--- config.mk ---
export PLATFORM = sky130hd
export DESIGN_NAME = nnrv_wb_arb_flat
export DESIGN_NICKNAME = d
export VERILOG_FILES = /design/src/rtl/nnrv_wb_arb_pkg.sv /design/src/rtl/nnrv_wb_arb_if.sv /design/src/rtl/nnrv_wb_arb_fifo.sv /design/src/rtl/nnrv_wb_arb.sv /design/src/flat_wrapper.sv
export SDC_FILE = /design/constraint.sdc
export NUM_CORES = 1
export LEC_CHECK = 0
export ABC_AREA = 1
export ABC_CLOCK_PERIOD_IN_PS = 4300
export BUFFER_PORTS_ARGS = -buffer_cell sky130_fd_sc_hd__buf_2
export CAP_MARGIN = 20
export CORE_MARGIN = 2
export CORE_UTILIZATION = 50
export CTS_CLUSTER_DIAMETER = 100
export DETAILED_ROUTE_END_ITERATION = 6
export PLACE_DENSITY = 0.78
export REMOVE_ABC_BUFFERS = 1
export SYNTH_ARGS = -nofsm -noshare
export SYNTH_HDL_FRONTEND = slang
export SYNTH_SLANG_ARGS = --single-unit
--- constraint.sdc ---
create_clock -name i_clk -period 4.3 [get_ports i_clk]
set_input_delay 0 -clock i_clk [delete_from_list [all_inputs] [get_ports i_clk]]
set_output_delay 0 -clock i_clk [all_outputs]
set_load 0.1 [all_outputs]
--- src/rtl/nnrv_wb_arb_pkg.sv ---
// Shared constants and types for the writeback arbiter: register-file
// geometry, the default data width, and the starvation FSM state encoding.
package nnrv_pkg;

    localparam int XLEN_DEFAULT = 32;
    localparam int REG_IDX_W    = 5;
    localparam int NUM_REGS     = 32;

    typedef enum logic [1:0] {
        WB_IDLE  = 2'd0,
        WB_PEND  = 2'd1,
        WB_STALL = 2'd2
    } wb_arb_state_e;

    // One-hot mask with the bit for register idx set.
    function automatic logic [NUM_REGS-1:0] reg_onehot(input logic [REG_IDX_W-1:0] idx);
        logic [NUM_REGS-1:0] mask;
        mask      = '0;
        mask[idx] = 1'b1;
        return mask;
    endfunction

endpackage

--- src/rtl/nnrv_wb_arb_if.sv ---
// Bundle of pipeline writeback, long-latency result and regfile write
// signals around the arbiter. The arbiter uses the slave modport; whoever
// feeds it uses master. With NNRV_WB_ARB_STATS_EN defined the bundle also
// carries the forced-stall cycle counter.
interface nnrv_wb_arb_if
    import nnrv_pkg::*;
#(
    parameter int XLEN = XLEN_DEFAULT
) ();

    logic                 i_pipe_w_en;
    logic [REG_IDX_W-1:0] i_pipe_w;
    logic [XLEN-1:0]      i_pipe_w_reg;
    logic                 o_pipe_stall;
    logic                 i_ll_valid;
    logic                 o_ll_ready;
    logic [REG_IDX_W-1:0] i_ll_rd;
    logic [XLEN-1:0]      i_ll_data;
    logic                 o_reg_w_en;
    logic [REG_IDX_W-1:0] o_reg_w;
    logic [XLEN-1:0]      o_reg_w_reg;
    logic [NUM_REGS-1:0]  o_ll_pend;
`ifdef NNRV_WB_ARB_STATS_EN
    logic [15:0]          o_stall_cnt;

    modport master (
        output i_pipe_w_en, i_pipe_w, i_pipe_w_reg, i_ll_valid, i_ll_rd, i_ll_data,
        input  o_pipe_stall, o_ll_ready, o_reg_w_en, o_reg_w, o_reg_w_reg, o_ll_pend, o_stall_cnt
    );
    modport slave (
        input  i_pipe_w_en, i_pipe_w, i_pipe_w_reg, i_ll_valid, i_ll_rd, i_ll_data,
        output o_pipe_stall, o_ll_ready, o_reg_w_en, o_reg_w, o_reg_w_reg, o_ll_pend, o_stall_cnt
    );
`else
    modport master (
        output i_pipe_w_en, i_pipe_w, i_pipe_w_reg, i_ll_valid, i_ll_rd, i_ll_data,
        input  o_pipe_stall, o_ll_ready, o_reg_w_en, o_reg_w, o_reg_w_reg, o_ll_pend
    );
    modport slave (
        input  i_pipe_w_en, i_pipe_w, i_pipe_w_reg, i_ll_valid, i_ll_rd, i_ll_data,
        output o_pipe_stall, o_ll_ready, o_reg_w_en, o_reg_w, o_reg_w_reg, o_ll_pend
    );
`endif

endinterface

--- src/rtl/nnrv_wb_arb_fifo.sv ---
// Small synchronous FIFO of {rd, data} long-latency results. Exposes the
// head entry combinationally, occupancy, and per-entry valid/rd so the
// parent can build the pending-register scoreboard. DEPTH must be a power
// of two so the pointers wrap naturally.
module nnrv_wb_fifo
    import nnrv_pkg::*;
#(
    parameter int XLEN  = XLEN_DEFAULT,
    parameter int DEPTH = 2
) (
    input  logic                            clk,
    input  logic                            rst,
    input  logic                            push,
    input  logic [REG_IDX_W-1:0]            push_rd,
    input  logic [XLEN-1:0]                 push_data,
    input  logic                            pop,
    output logic [REG_IDX_W-1:0]            head_rd,
    output logic [XLEN-1:0]                 head_data,
    output logic [$clog2(DEPTH):0]          count,
    output logic                            full,
    output logic                            empty,
    output logic [DEPTH-1:0]                entry_valid,
    output logic [DEPTH-1:0][REG_IDX_W-1:0] entry_rd
);

    localparam int PTR_W = $clog2(DEPTH);
    localparam int CNT_W = $clog2(DEPTH) + 1;

    logic [PTR_W-1:0]     wr_ptr_reg;
    logic [PTR_W-1:0]     rd_ptr_reg;
    logic [CNT_W-1:0]     count_reg;
    logic [REG_IDX_W-1:0] rd_mem   [DEPTH];
    logic [XLEN-1:0]      data_mem [DEPTH];

    // Pointer and occupancy tracking; push and pop together leave count unchanged.
    always_ff @(posedge clk or posedge rst) begin
        if (rst) begin
            wr_ptr_reg <= '0;
            rd_ptr_reg <= '0;
            count_reg  <= '0;
        end else begin
            if (push) wr_ptr_reg <= wr_ptr_reg + 1'b1;
            if (pop)  rd_ptr_reg <= rd_ptr_reg + 1'b1;
            case ({push, pop})
                2'b10:   count_reg <= count_reg + 1'b1;
                2'b01:   count_reg <= count_reg - 1'b1;
                default: count_reg <= count_reg;
            endcase
        end
    end

    // Payload storage; contents are meaningless until the matching valid bit is set.
    always_ff @(posedge clk) begin
        if (push) begin
            rd_mem[wr_ptr_reg]   <= push_rd;
            data_mem[wr_ptr_reg] <= push_data;
        end
    end

    genvar gi;
    generate
        for (gi = 0; gi < DEPTH; gi++) begin : g_entry
            logic valid_reg;

            // Per-entry valid: set when written, cleared when drained. The parent never
            // pushes into a full FIFO, so push and pop never target the same slot.
            always_ff @(posedge clk or posedge rst) begin
                if (rst) begin
                    valid_reg <= 1'b0;
                end else if (push && (wr_ptr_reg == PTR_W'(gi))) begin
                    valid_reg <= 1'b1;
                end else if (pop && (rd_ptr_reg == PTR_W'(gi))) begin
                    valid_reg <= 1'b0;
                end
            end

            assign entry_valid[gi] = valid_reg;
            assign entry_rd[gi]    = rd_mem[gi];
        end
    endgenerate

    assign head_rd   = rd_mem[rd_ptr_reg];
    assign head_data = data_mem[rd_ptr_reg];
    assign count     = count_reg;
    assign full      = (count_reg == CNT_W'(DEPTH));
    assign empty     = (count_reg == '0);

endmodule

--- src/rtl/nnrv_wb_arb.sv ---
// Register-file write-port arbiter between in-order pipeline writeback and
// an out-of-band long-latency unit. Pipeline writes win; buffered LL results
// drain in free slots, and a starvation counter forces a one-cycle pipeline
// stall so a waiting result is never blocked forever.
// Optional feature macro: NNRV_WB_ARB_STATS_EN adds a saturating count of
// forced-stall cycles on the interface (o_stall_cnt).
module nnrv_wb_arb
    import nnrv_pkg::*;
#(
    parameter int XLEN       = XLEN_DEFAULT,
    parameter int FIFO_DEPTH = 2,
    parameter int STARVE_MAX = 4
) (
    input  logic         i_clk,
    input  logic         i_rst,
    nnrv_wb_arb_if.slave bus
);

    localparam int CNT_W = $clog2(FIFO_DEPTH) + 1;
    localparam int STV_W = $clog2(STARVE_MAX + 1);

    wb_arb_state_e state_reg, state_next;
    logic [STV_W-1:0] starve_reg, starve_next;

    logic                                 fifo_push;
    logic                                 head_pop;
    logic [REG_IDX_W-1:0]                 fifo_head_rd;
    logic [XLEN-1:0]                      fifo_head_data;
    logic [CNT_W-1:0]                     fifo_count;
    logic                                 fifo_full;
    logic                                 fifo_empty;
    logic [FIFO_DEPTH-1:0]                entry_valid;
    logic [FIFO_DEPTH-1:0][REG_IDX_W-1:0] entry_rd;
    logic [NUM_REGS-1:0]                  entry_mask [FIFO_DEPTH];
    logic [NUM_REGS-1:0]                  pend_vec;

    logic pipe_stall;
    logic pipe_grant;
    logic last_drain;

    logic                 reg_w_en_reg;
    logic [REG_IDX_W-1:0] reg_w_reg;
    logic [XLEN-1:0]      reg_w_data_reg;

    // Readiness looks at occupancy only, so a full FIFO refuses even while draining.
    // Results for x0 are acknowledged but never stored.
    assign fifo_push  = bus.i_ll_valid && !fifo_full && (bus.i_ll_rd != '0);
    assign pipe_stall = (state_reg == WB_STALL);
    // A pipeline write to x0 does not occupy the port.
    assign pipe_grant = bus.i_pipe_w_en && !pipe_stall && (bus.i_pipe_w != '0);
    assign head_pop   = !fifo_empty && !pipe_grant;
    assign last_drain = head_pop && !fifo_push && (fifo_count == CNT_W'(1));

    nnrv_wb_fifo #(
        .XLEN  (XLEN),
        .DEPTH (FIFO_DEPTH)
    ) u_fifo (
        .clk         (i_clk),
        .rst         (i_rst),
        .push        (fifo_push),
        .push_rd     (bus.i_ll_rd),
        .push_data   (bus.i_ll_data),
        .pop         (head_pop),
        .head_rd     (fifo_head_rd),
        .head_data   (fifo_head_data),
        .count       (fifo_count),
        .full        (fifo_full),
        .empty       (fifo_empty),
        .entry_valid (entry_valid),
        .entry_rd    (entry_rd)
    );

    // Starvation FSM state register.
    always_ff @(posedge i_clk or posedge i_rst) begin
        if (i_rst) begin
            state_reg  <= WB_IDLE;
            starve_reg <= '0;
        end else begin
            state_reg  <= state_next;
            starve_reg <= starve_next;
        end
    end

    // Next state: count cycles the head is denied; on the STARVE_MAX-th denial
    // the following cycle is a forced stall in which the head is guaranteed to drain.
    always_comb begin
        state_next  = state_reg;
        starve_next = starve_reg;
        case (state_reg)
            WB_IDLE: begin
                starve_next = '0;
                if (fifo_push) state_next = WB_PEND;
            end
            WB_PEND: begin
                if (head_pop) begin
                    starve_next = '0;
                    state_next  = last_drain ? WB_IDLE : WB_PEND;
                end else begin
                    starve_next = starve_reg + 1'b1;
                    if (starve_next == STV_W'(STARVE_MAX)) state_next = WB_STALL;
                end
            end
            WB_STALL: begin
                starve_next = '0;
                state_next  = last_drain ? WB_IDLE : WB_PEND;
            end
            default: begin
                state_next  = WB_IDLE;
                starve_next = '0;
            end
        endcase
    end

    // Register the granted write; idle cycles present an all-zero write.
    always_ff @(posedge i_clk or posedge i_rst) begin
        if (i_rst) begin
            reg_w_en_reg   <= 1'b0;
            reg_w_reg      <= '0;
            reg_w_data_reg <= '0;
        end else if (pipe_grant) begin
            reg_w_en_reg   <= 1'b1;
            reg_w_reg      <= bus.i_pipe_w;
            reg_w_data_reg <= bus.i_pipe_w_reg;
        end else if (head_pop) begin
            reg_w_en_reg   <= 1'b1;
            reg_w_reg      <= fifo_head_rd;
            reg_w_data_reg <= fifo_head_data;
        end else begin
            reg_w_en_reg   <= 1'b0;
            reg_w_reg      <= '0;
            reg_w_data_reg <= '0;
        end
    end

    genvar gi;
    generate
        for (gi = 0; gi < FIFO_DEPTH; gi++) begin : g_pend
            assign entry_mask[gi] = entry_valid[gi] ? reg_onehot(entry_rd[gi]) : '0;
        end
    endgenerate

    // Pending scoreboard: a bit stays set while any buffered entry still targets it.
    always_comb begin
        pend_vec = '0;
        for (int i = 0; i < FIFO_DEPTH; i++) begin
            pend_vec = pend_vec | entry_mask[i];
        end
    end

`ifdef NNRV_WB_ARB_STATS_EN
    logic [15:0] stall_cnt_reg;

    // Saturating count of forced-stall cycles.
    always_ff @(posedge i_clk or posedge i_rst) begin
        if (i_rst) begin
            stall_cnt_reg <= '0;
        end else if (pipe_stall && (stall_cnt_reg != 16'hFFFF)) begin
            stall_cnt_reg <= stall_cnt_reg + 1'b1;
        end
    end

    assign bus.o_stall_cnt = stall_cnt_reg;
`endif

    assign bus.o_pipe_stall = pipe_stall;
    assign bus.o_ll_ready   = !fifo_full;
    assign bus.o_reg_w_en   = reg_w_en_reg;
    assign bus.o_reg_w      = reg_w_reg;
    assign bus.o_reg_w_reg  = reg_w_data_reg;
    assign bus.o_ll_pend    = pend_vec;

endmodule
--- src/flat_wrapper.sv ---
// flat-port wrapper written by rule: the top's interface ports become plain ports
module nnrv_wb_arb_flat import nnrv_pkg::*;
#(
    parameter int XLEN       = XLEN_DEFAULT,
    parameter int FIFO_DEPTH = 2,
    parameter int STARVE_MAX = 4
)
  (i_clk, i_rst, bus_i_pipe_w_en, bus_i_pipe_w, bus_i_pipe_w_reg, bus_i_ll_valid, bus_i_ll_rd, bus_i_ll_data, bus_o_pipe_stall, bus_o_ll_ready, bus_o_reg_w_en, bus_o_reg_w, bus_o_reg_w_reg, bus_o_ll_pend);
  nnrv_wb_arb_if #(.XLEN(XLEN)) bus_i ();
  input  logic i_clk;
  input  logic i_rst;
  input wire logic [$bits(bus_i.i_pipe_w_en)-1:0] bus_i_pipe_w_en;
  input wire logic [$bits(bus_i.i_pipe_w)-1:0] bus_i_pipe_w;
  input wire logic [$bits(bus_i.i_pipe_w_reg)-1:0] bus_i_pipe_w_reg;
  input wire logic [$bits(bus_i.i_ll_valid)-1:0] bus_i_ll_valid;
  input wire logic [$bits(bus_i.i_ll_rd)-1:0] bus_i_ll_rd;
  input wire logic [$bits(bus_i.i_ll_data)-1:0] bus_i_ll_data;
  output wire logic [$bits(bus_i.o_pipe_stall)-1:0] bus_o_pipe_stall;
  output wire logic [$bits(bus_i.o_ll_ready)-1:0] bus_o_ll_ready;
  output wire logic [$bits(bus_i.o_reg_w_en)-1:0] bus_o_reg_w_en;
  output wire logic [$bits(bus_i.o_reg_w)-1:0] bus_o_reg_w;
  output wire logic [$bits(bus_i.o_reg_w_reg)-1:0] bus_o_reg_w_reg;
  output wire logic [$bits(bus_i.o_ll_pend)-1:0] bus_o_ll_pend;
  assign bus_i.i_pipe_w_en = bus_i_pipe_w_en;
  assign bus_i.i_pipe_w = bus_i_pipe_w;
  assign bus_i.i_pipe_w_reg = bus_i_pipe_w_reg;
  assign bus_i.i_ll_valid = bus_i_ll_valid;
  assign bus_i.i_ll_rd = bus_i_ll_rd;
  assign bus_i.i_ll_data = bus_i_ll_data;
  assign bus_o_pipe_stall = bus_i.o_pipe_stall;
  assign bus_o_ll_ready = bus_i.o_ll_ready;
  assign bus_o_reg_w_en = bus_i.o_reg_w_en;
  assign bus_o_reg_w = bus_i.o_reg_w;
  assign bus_o_reg_w_reg = bus_i.o_reg_w_reg;
  assign bus_o_ll_pend = bus_i.o_ll_pend;
  nnrv_wb_arb #(.XLEN(XLEN), .FIFO_DEPTH(FIFO_DEPTH), .STARVE_MAX(STARVE_MAX)) u_core (.i_clk(i_clk), .i_rst(i_rst), .bus(bus_i));
endmodule
==> load_flow_metrics.sql, run 1 <==
INSERT INTO impl_metrics (metric_group, metric, value, unit) VALUES
('logic_synthesis', 'netlist_area', '5080', 'µm²'),
('layout', 'mostFrequentLayoutCell', 'nand2_1', ''),
('logic_synthesis', 'synth-warning-count', '0', ''),
('placed_design', 'hpwlAfterDp', '7500', 'µm'),
('worst_setup_path', 'worst-endpoint-arrival', '2750', 'ps'),
('logic_synthesis', 'yosys.cell_types.count', '19', ''),
('floorplanning', 'io_pins', '150', ''),
('route', 'antenna_violating_nets_post_route', '0', ''),
('timing', 'relSlewSlack', '32.8', '%'),
('logic_synthesis', 'yosys.area.top_type', 'edfxtp_1', ''),
('route', 'drtPass1Iterations', '5', ''),
('pwr', 'power.leakage', '3.48', 'nW'),
('timing', 'setup_viol', '0', ''),
('layout', 'largest_reg_flops', '64', ''),
('timing', 'finalMaxSlewViolations', '0', ''),
('flow_run', 'maxCapViolCount', '0', ''),
('worst_setup_path', 'top_delay_family_on_crit_path', 'buffers and inverters', ''),
('layout', 'final_cell_mix', 'nand2_1, buf_2, dlygate4sd3_1', ''),
('clock_tree', 'cts_root_buf', 'clkbuf_8', ''),
('worst_setup_path', 'crit_slowest_cell', 'clkinv_1', ''),
('timing', 'post-route-period-util', '55.0', '%'),
('logic_synthesis', 'syn_area_per_cell', '10.4', 'µm²'),
('global_routing', 'number_of_antenna_violations_at_the_first_check_in_global_routing', '0', ''),
('layout', 'final_layout_size_suffix_gt1_share', '26.3', '%'),
('clock_tree', 'clk_transition_reported_paths', '60', 'ps'),
('outcome', 'run_status', 'complete, no violations', ''),
('layout', 'diodes', '0', ''),
('logic_synthesis', 'cell_types_occupying_the_most_area_after_synthesis', 'edfxtp_1, dfrtp_1, nand2_1', ''),
('worst_setup_path', 'critical_path.cell_chain', 'buf_4, clkinv_1, o21ai_0, nand2_1', ''),
('layout', 'multi_input_area', '1450', 'µm²'),
('floorplanning', 'chipWidth', '105', 'µm'),
('layout', 'design.final.nets', '808', ''),
('placed_design', 'finalWeightedCongestion', '0.903', ''),
('worst_setup_path', 'path_max_fanout', '44', ''),
('clock_tree', 'cts.htree.levels', '4', ''),
('worst_setup_path', 'setup.worst_path.end_class', 'flip-flop', ''),
('floorplanning', 'num_rows', '36', ''),
('clock_tree', 'post_cts_resized', '0', ''),
('clock_tree', 'post-cts-setup-buffers', '0', ''),
('logic_synthesis', 'synth_top_area_share', '43.7', '%'),
('clock_tree', 'clock_tree_from_tritoncts', 'built', ''),
('hold_path', 'worst_hold_path_type', 'in2async', ''),
('global_routing', 'grt_pass1_wl', '22000', 'µm'),
('global_routing', 'grt_use_total', '26.1', '%'),
('global_routing', 'grt_start_max_net_pins', '50', ''),
('timing', 'worst_slew_pin_slew', '1000', 'ps'),
('worst_setup_path', 'category_of_the_worst_setup_path_launch_point', 'flip-flop', ''),
('clock_tree', 'cts-root-to-sink-buffers', '2', ''),
('global_routing', 'first_global_vias', '4524', ''),
('timing', 'holdWs', '31.7', 'ps'),
('pwr', 'peakVddDrop', '0.412', 'mV'),
('global_routing', 'global_route.overflow_total', '0', ''),
('route', 'detail_route.iter0.violations', '338', ''),
('worst_setup_path', 'worst-path-buf-inv', '2', ''),
('worst_setup_path', 'crit_path_max_incr_delay', '920', 'ps'),
('timing', 'final.setup_skew', '13.0', 'ps'),
('floorplanning', 'core-area', '9820', 'µm²'),
('floorplanning', 'initial_utilization', '51.7', '%'),
('timing', 'rsz0062_at_grt', 'false', ''),
('floorplanning', 'dieArea', '11000', 'µm²'),
('clock_tree', 'clk-insertion-delay-late', '510', 'ps'),
('clock_tree', 'cts.sinks', '123', ''),
('route', 'routed-via-count', '4429', ''),
('route', 'drc', '0', ''),
('layout', 'final.fill_count', '672', ''),
('placed_design', 'portBuffers', '149', ''),
('logic_synthesis', 'yosysSeqAreaShare', '67.9', '%'),
('route', 'post_drt_via_cell_ratio', '5.09', ''),
('route', 'finalWirelength', '13900', 'µm'),
('clock_tree', 'numCtsBuffers', '17', ''),
('floorplanning', 'fp.dieH', '105', 'µm');
[cells in the mapped netlist (all sizes together)]
cell type,number
nand3,31
o22ai,32
clkbuf,7
nand3b,1
ha,6
xnor2,3
nand2,224
dfrtp,49
nor2,16
a21oi,2
clkinv,1
inv,26
buf,8
o21ai,8
edfxtp,74
[final cells by class]
cell class,instances,area share [%]
clock buffer,17,5.68
multi-input combinational,323,19.9
timing repair buffer,232,21.8
inverter,27,1.39
clock inverter,15,1.58
sequential,123,47.3
tap,133,2.28
[timing repair]
item / CTS / global route
endpoints found under the setup margin: 0 / 0
endpoints found under the hold margin: 162 / 0
hold buffers: 79 / 0
[worst min-delay path, cell delays in order]
cell and delay (ps):
dlygate4sd3_1 560, buf_2 140, inv_2 230
[logic make-up after synthesis]
kind of cell	count (synthesis)	synth area share, %
and+or+nand+nor	272	21.5
AOI/OAI and AO/OA	42	4.93
DFF	123	67.9
buffers and inverters	42	3.67
xor gates and xnor gates	3	0.517
adders and majority gates	6	1.48
[metrics by stage]
stage	util, %	instance area [µm²]	setup WS (ps)	power [mW]
6_report	74.2	7290	1930	5.13
3_3_place_gp	60.4	5930	1970	3.73
2_1_floorplan	-	4990	759	3.34
5_1_grt	74.2	7290	1670	5.36
3_5_place_dp	60.4	5930	1890	3.78
4_1_cts	73.8	7250	1880	5.09
[path summary, 6_finish.rpt]
path / from / endpoint / slack, ps / cells past startpoint
worst min register to register: u_core.starve_reg[0] / u_core.starve_reg[0] / 480 / 1
min in group i_clk: bus_i_ll_data[8] / u_core.u_fifo.data_mem[1][8] / 200 / 2
worst max-delay path: u_core.u_fifo.rd_ptr_reg / u_core.u_fifo.g_entry[1].valid_reg / 1930 / 4
worst min-delay path: i_rst / u_core.bus.o_reg_w_reg[18] / 30 / 3
worst max register to register: u_core.u_fifo.rd_ptr_reg / u_core.u_fifo.g_entry[1].valid_reg / 1930 / 4
max in group asynchronous: i_rst / u_core.bus.o_reg_w_reg[2] / 3750 / 4
[layer usage]
layer / wire length, µm / global-route usage [%] / up-vias
li1: - / - / 2100
met1: 5190 / 29.7 / 2051
met2: 7310 / 47.5 / 246
met3: 1100 / 6.36 / 32
met4: 293 / 9.43 / 0
met5: 0 / 0 / -
[power by group]
| group | switching [mW] | leakage (nW) | internal (mW) | total, mW |
|---|---|---|---|---|
| sequential | 0.131 | 1.29 | 1.59 | 1.72 |
| combinational | 1.74 | 1.94 | 0.415 | 2.15 |
| clock | 0.538 | 0.252 | 0.715 | 1.25 |
(Power assumes the default switching activity.)
==> run 2: changes to the inputs <==
- ABC_CLOCK_PERIOD_IN_PS: 4300 -> 2200
- clock period: 4.3 -> 2.2 ns (I/O delays scaled with it)
==> load_flow_metrics.sql, run 2 (synthesis gave the netlist of run 1 again) <==
INSERT INTO impl_metrics (metric_group, metric, value, unit) VALUES
('outcome', 'run_status', 'complete, no violations', ''),
('worst_setup_path', 'ff2ff_path_depth', '8', ''),
('worst_setup_path', 'worst-path-buf-inv', '2', ''),
('global_routing', 'grt_start_max_net_pins', '44', ''),
('worst_setup_path', 'reg2reg_setup_slack', '240', 'ps'),
('clock_tree', 'post-cts-setup-buffers', '0', ''),
('worst_setup_path', 'worst-endpoint-arrival', '2040', 'ps'),
('timing', 'holdWs', '205', 'ps'),
('layout', 'area_growth_syn_to_layout', '44.9', '%'),
('worst_setup_path', 'required_time_of_the_critical_path', '2200', 'ps'),
('timing', 'worst_slew_pin_slew', '888', 'ps'),
('floorplanning', 'core-area', '9820', 'µm²'),
('hold_path', 'worst_hold_path_type', 'in2reg', ''),
('hold_path', 'timing.hold.worst_path_depth', '2', ''),
('global_routing', 'global_route.usage.met1', '29.6', '%'),
('floorplanning', 'chipWidth', '105', 'µm'),
('timing', 'final.setup_skew', '11.0', 'ps'),
('global_routing', 'met2_track_usage_gr', '46.3', '%'),
('global_routing', 'first_global_vias', '4578', ''),
('global_routing', 'grt_pass1_wl', '22000', 'µm'),
('route', 'drc', '0', ''),
('route', 'finalWirelength', '13800', 'µm'),
('layout', 'finalInstanceArea', '7360', 'µm²'),
('pwr', 'peakVddDrop', '0.863', 'mV'),
('layout', 'design.final.nets', '811', ''),
('layout', 'diodes', '0', ''),
('flow_run', 'maxCapViolCount', '0', ''),
('route', 'routedWlPerCell', '15.8', 'µm'),
('timing', 'post-route-period-util', '92.7', '%'),
('layout', 'final_layout_size_suffix_gt1_share', '26.6', '%'),
('worst_setup_path', 'setup.worst_path.end_class', 'output pin', ''),
('timing', 'finalMaxSlewViolations', '0', ''),
('worst_setup_path', 'crit_slowest_cell', 'buf_2', ''),
('clock_tree', 'numCtsBuffers', '17', ''),
('pwr', 'power.leakage', '3.52', 'nW'),
('route', 'detail_route.iter0.violations', '341', ''),
('placed_design', 'hpwlAfterDp', '7610', 'µm'),
('timing', 'rsz0062_at_grt', 'false', ''),
('timing', 'relSlewSlack', '40.7', '%'),
('route', 'post_drt_via_cell_ratio', '5.18', ''),
('worst_setup_path', 'crit_path_max_incr_delay', '460', 'ps'),
('clock_tree', 'cts.htree.levels', '4', ''),
('global_routing', 'globalRouteMet3Util', '7.11', '%'),
('clock_tree', 'cts.sinks', '123', ''),
('floorplanning', 'initial_utilization', '51.7', '%'),
('worst_setup_path', 'path_max_fanout', '8', ''),
('clock_tree', 'clock_tree_from_tritoncts', 'built', ''),
('clock_tree', 'cts_root_buf', 'clkbuf_8', ''),
('placed_design', 'finalWeightedCongestion', '0.924', ''),
('timing', 'finalHoldViolCount', '0', ''),
('layout', 'final_cell_mix', 'nand2_1, buf_2, dlygate4sd3_1', ''),
('floorplanning', 'fp.dieH', '105', 'µm'),
('clock_tree', 'cts_hold_buffers', '79', ''),
('timing', 'setup_viol', '0', ''),
('floorplanning', 'io_pins', '150', ''),
('clock_tree', 'post_cts_resized', '0', ''),
('global_routing', 'global_route.overflow_total', '0', ''),
('timing', 'clock.fmax', '490', 'MHz'),
('route', 'drtPass1Iterations', '6', ''),
('global_routing', 'gr-max-usage-layer', 'met2', ''),
('timing', 'final.min_clock_period', '2040', 'ps'),
('global_routing', 'number_of_antenna_violations_at_the_first_check_in_global_routing', '0', ''),
('placed_design', 'portBuffers', '149', ''),
('layout', 'mostFrequentLayoutCell', 'nand2_1', ''),
('layout', 'seq_area', '3450', 'µm²'),
('worst_setup_path', 'category_of_the_worst_setup_path_launch_point', 'flip-flop', ''),
('layout', 'multi_input_area', '1450', 'µm²'),
('clock_tree', 'clk-insertion-delay-late', '520', 'ps'),
('pwr', 'p_per_area', '1400', 'nW/µm²'),
('clock_tree', 'cts-root-to-sink-buffers', '2', ''),
('placed_design', 'dpl-instance-area', '5990', 'µm²'),
('worst_setup_path', 'crit_cells', '4', ''),
('floorplanning', 'dieArea', '11000', 'µm²'),
('floorplanning', 'num_rows', '36', ''),
('route', 'routed-via-count', '4523', ''),
('timing', 'setup-tns-final', '0', 'ps'),
('global_routing', 'grt_use_total', '25.9', '%'),
('worst_setup_path', 'top_delay_family_on_crit_path', 'buffers and inverters', ''),
('layout', 'largest_reg_flops', '64', ''),
('clock_tree', 'clk_transition_reported_paths', '60', 'ps'),
('route', 'antenna_violating_nets_post_route', '0', ''),
('worst_setup_path', 'timing_worst_setup_path_type', 'reg2out', ''),
('layout', 'final.fill_count', '651', ''),
('worst_setup_path', 'critical_path.cell_chain', 'inv_1, nand3_1, o22ai_1, buf_2', '');
-- run 2: changes by cell type in the layout (fill, tap and decap cells not counted), sizes merged --
cell,delta
clkinvlp,-1
bufinv,+2
clkinv,-1
buf,+3
-- run 2: layer usage --
layer / wire [µm] / vias up
met5: 0 / -
met4: 256 / 0
met3: 1150 / 29
met2: 7230 / 259
met1: 5140 / 2129
li1: - / 2106
-- run 2: layout make-up --
type                    instances  area share [%]
well taps                     133            2.26
multi-input cells             323            19.7
flip-flops and latches        123            46.9
inverters                      27            1.38
repair buffers                235            21.9
clock buffers                  17            5.63
clock inverters                15            2.21
-- run 2: worst paths after layout --
path | startpoint | endpoint
hold / removal | bus_i_ll_data[11] | u_core.u_fifo.data_mem[0][11]
setup reg to reg | u_core.u_fifo.count[0] | u_core.bus.o_reg_w[0]
min in group asynchronous | i_rst | u_core.bus.o_reg_w_reg[30]
hold reg to reg | u_core.starve_reg[0] | u_core.starve_reg[0]
max in group asynchronous | i_rst | u_core.bus.o_reg_w_reg[22]
setup / recovery | u_core.u_fifo.rd_mem[1][0] | bus_o_ll_pend[6]
-- run 2: metrics by stage --
stage / setup slack [ps] / instances / total power [mW] / util (%)
6_report: 161 / 873 / 10.3 / 74.9
5_1_grt: 55.4 / 873 / 10.8 / 74.9
4_1_cts: 155 / 873 / 10.3 / 74.9
3_5_place_dp: 411 / 762 / 7.45 / 61.0
3_3_place_gp: 470 / 762 / 7.37 / 61.0
2_1_floorplan: -1340 / 473 / 6.54 / -
-- run 2: power breakdown --
part | internal [mW] | switching (mW)
sequential | 3.10 | 0.255
clock | 1.63 | 1.06
combinational | 0.843 | 3.41
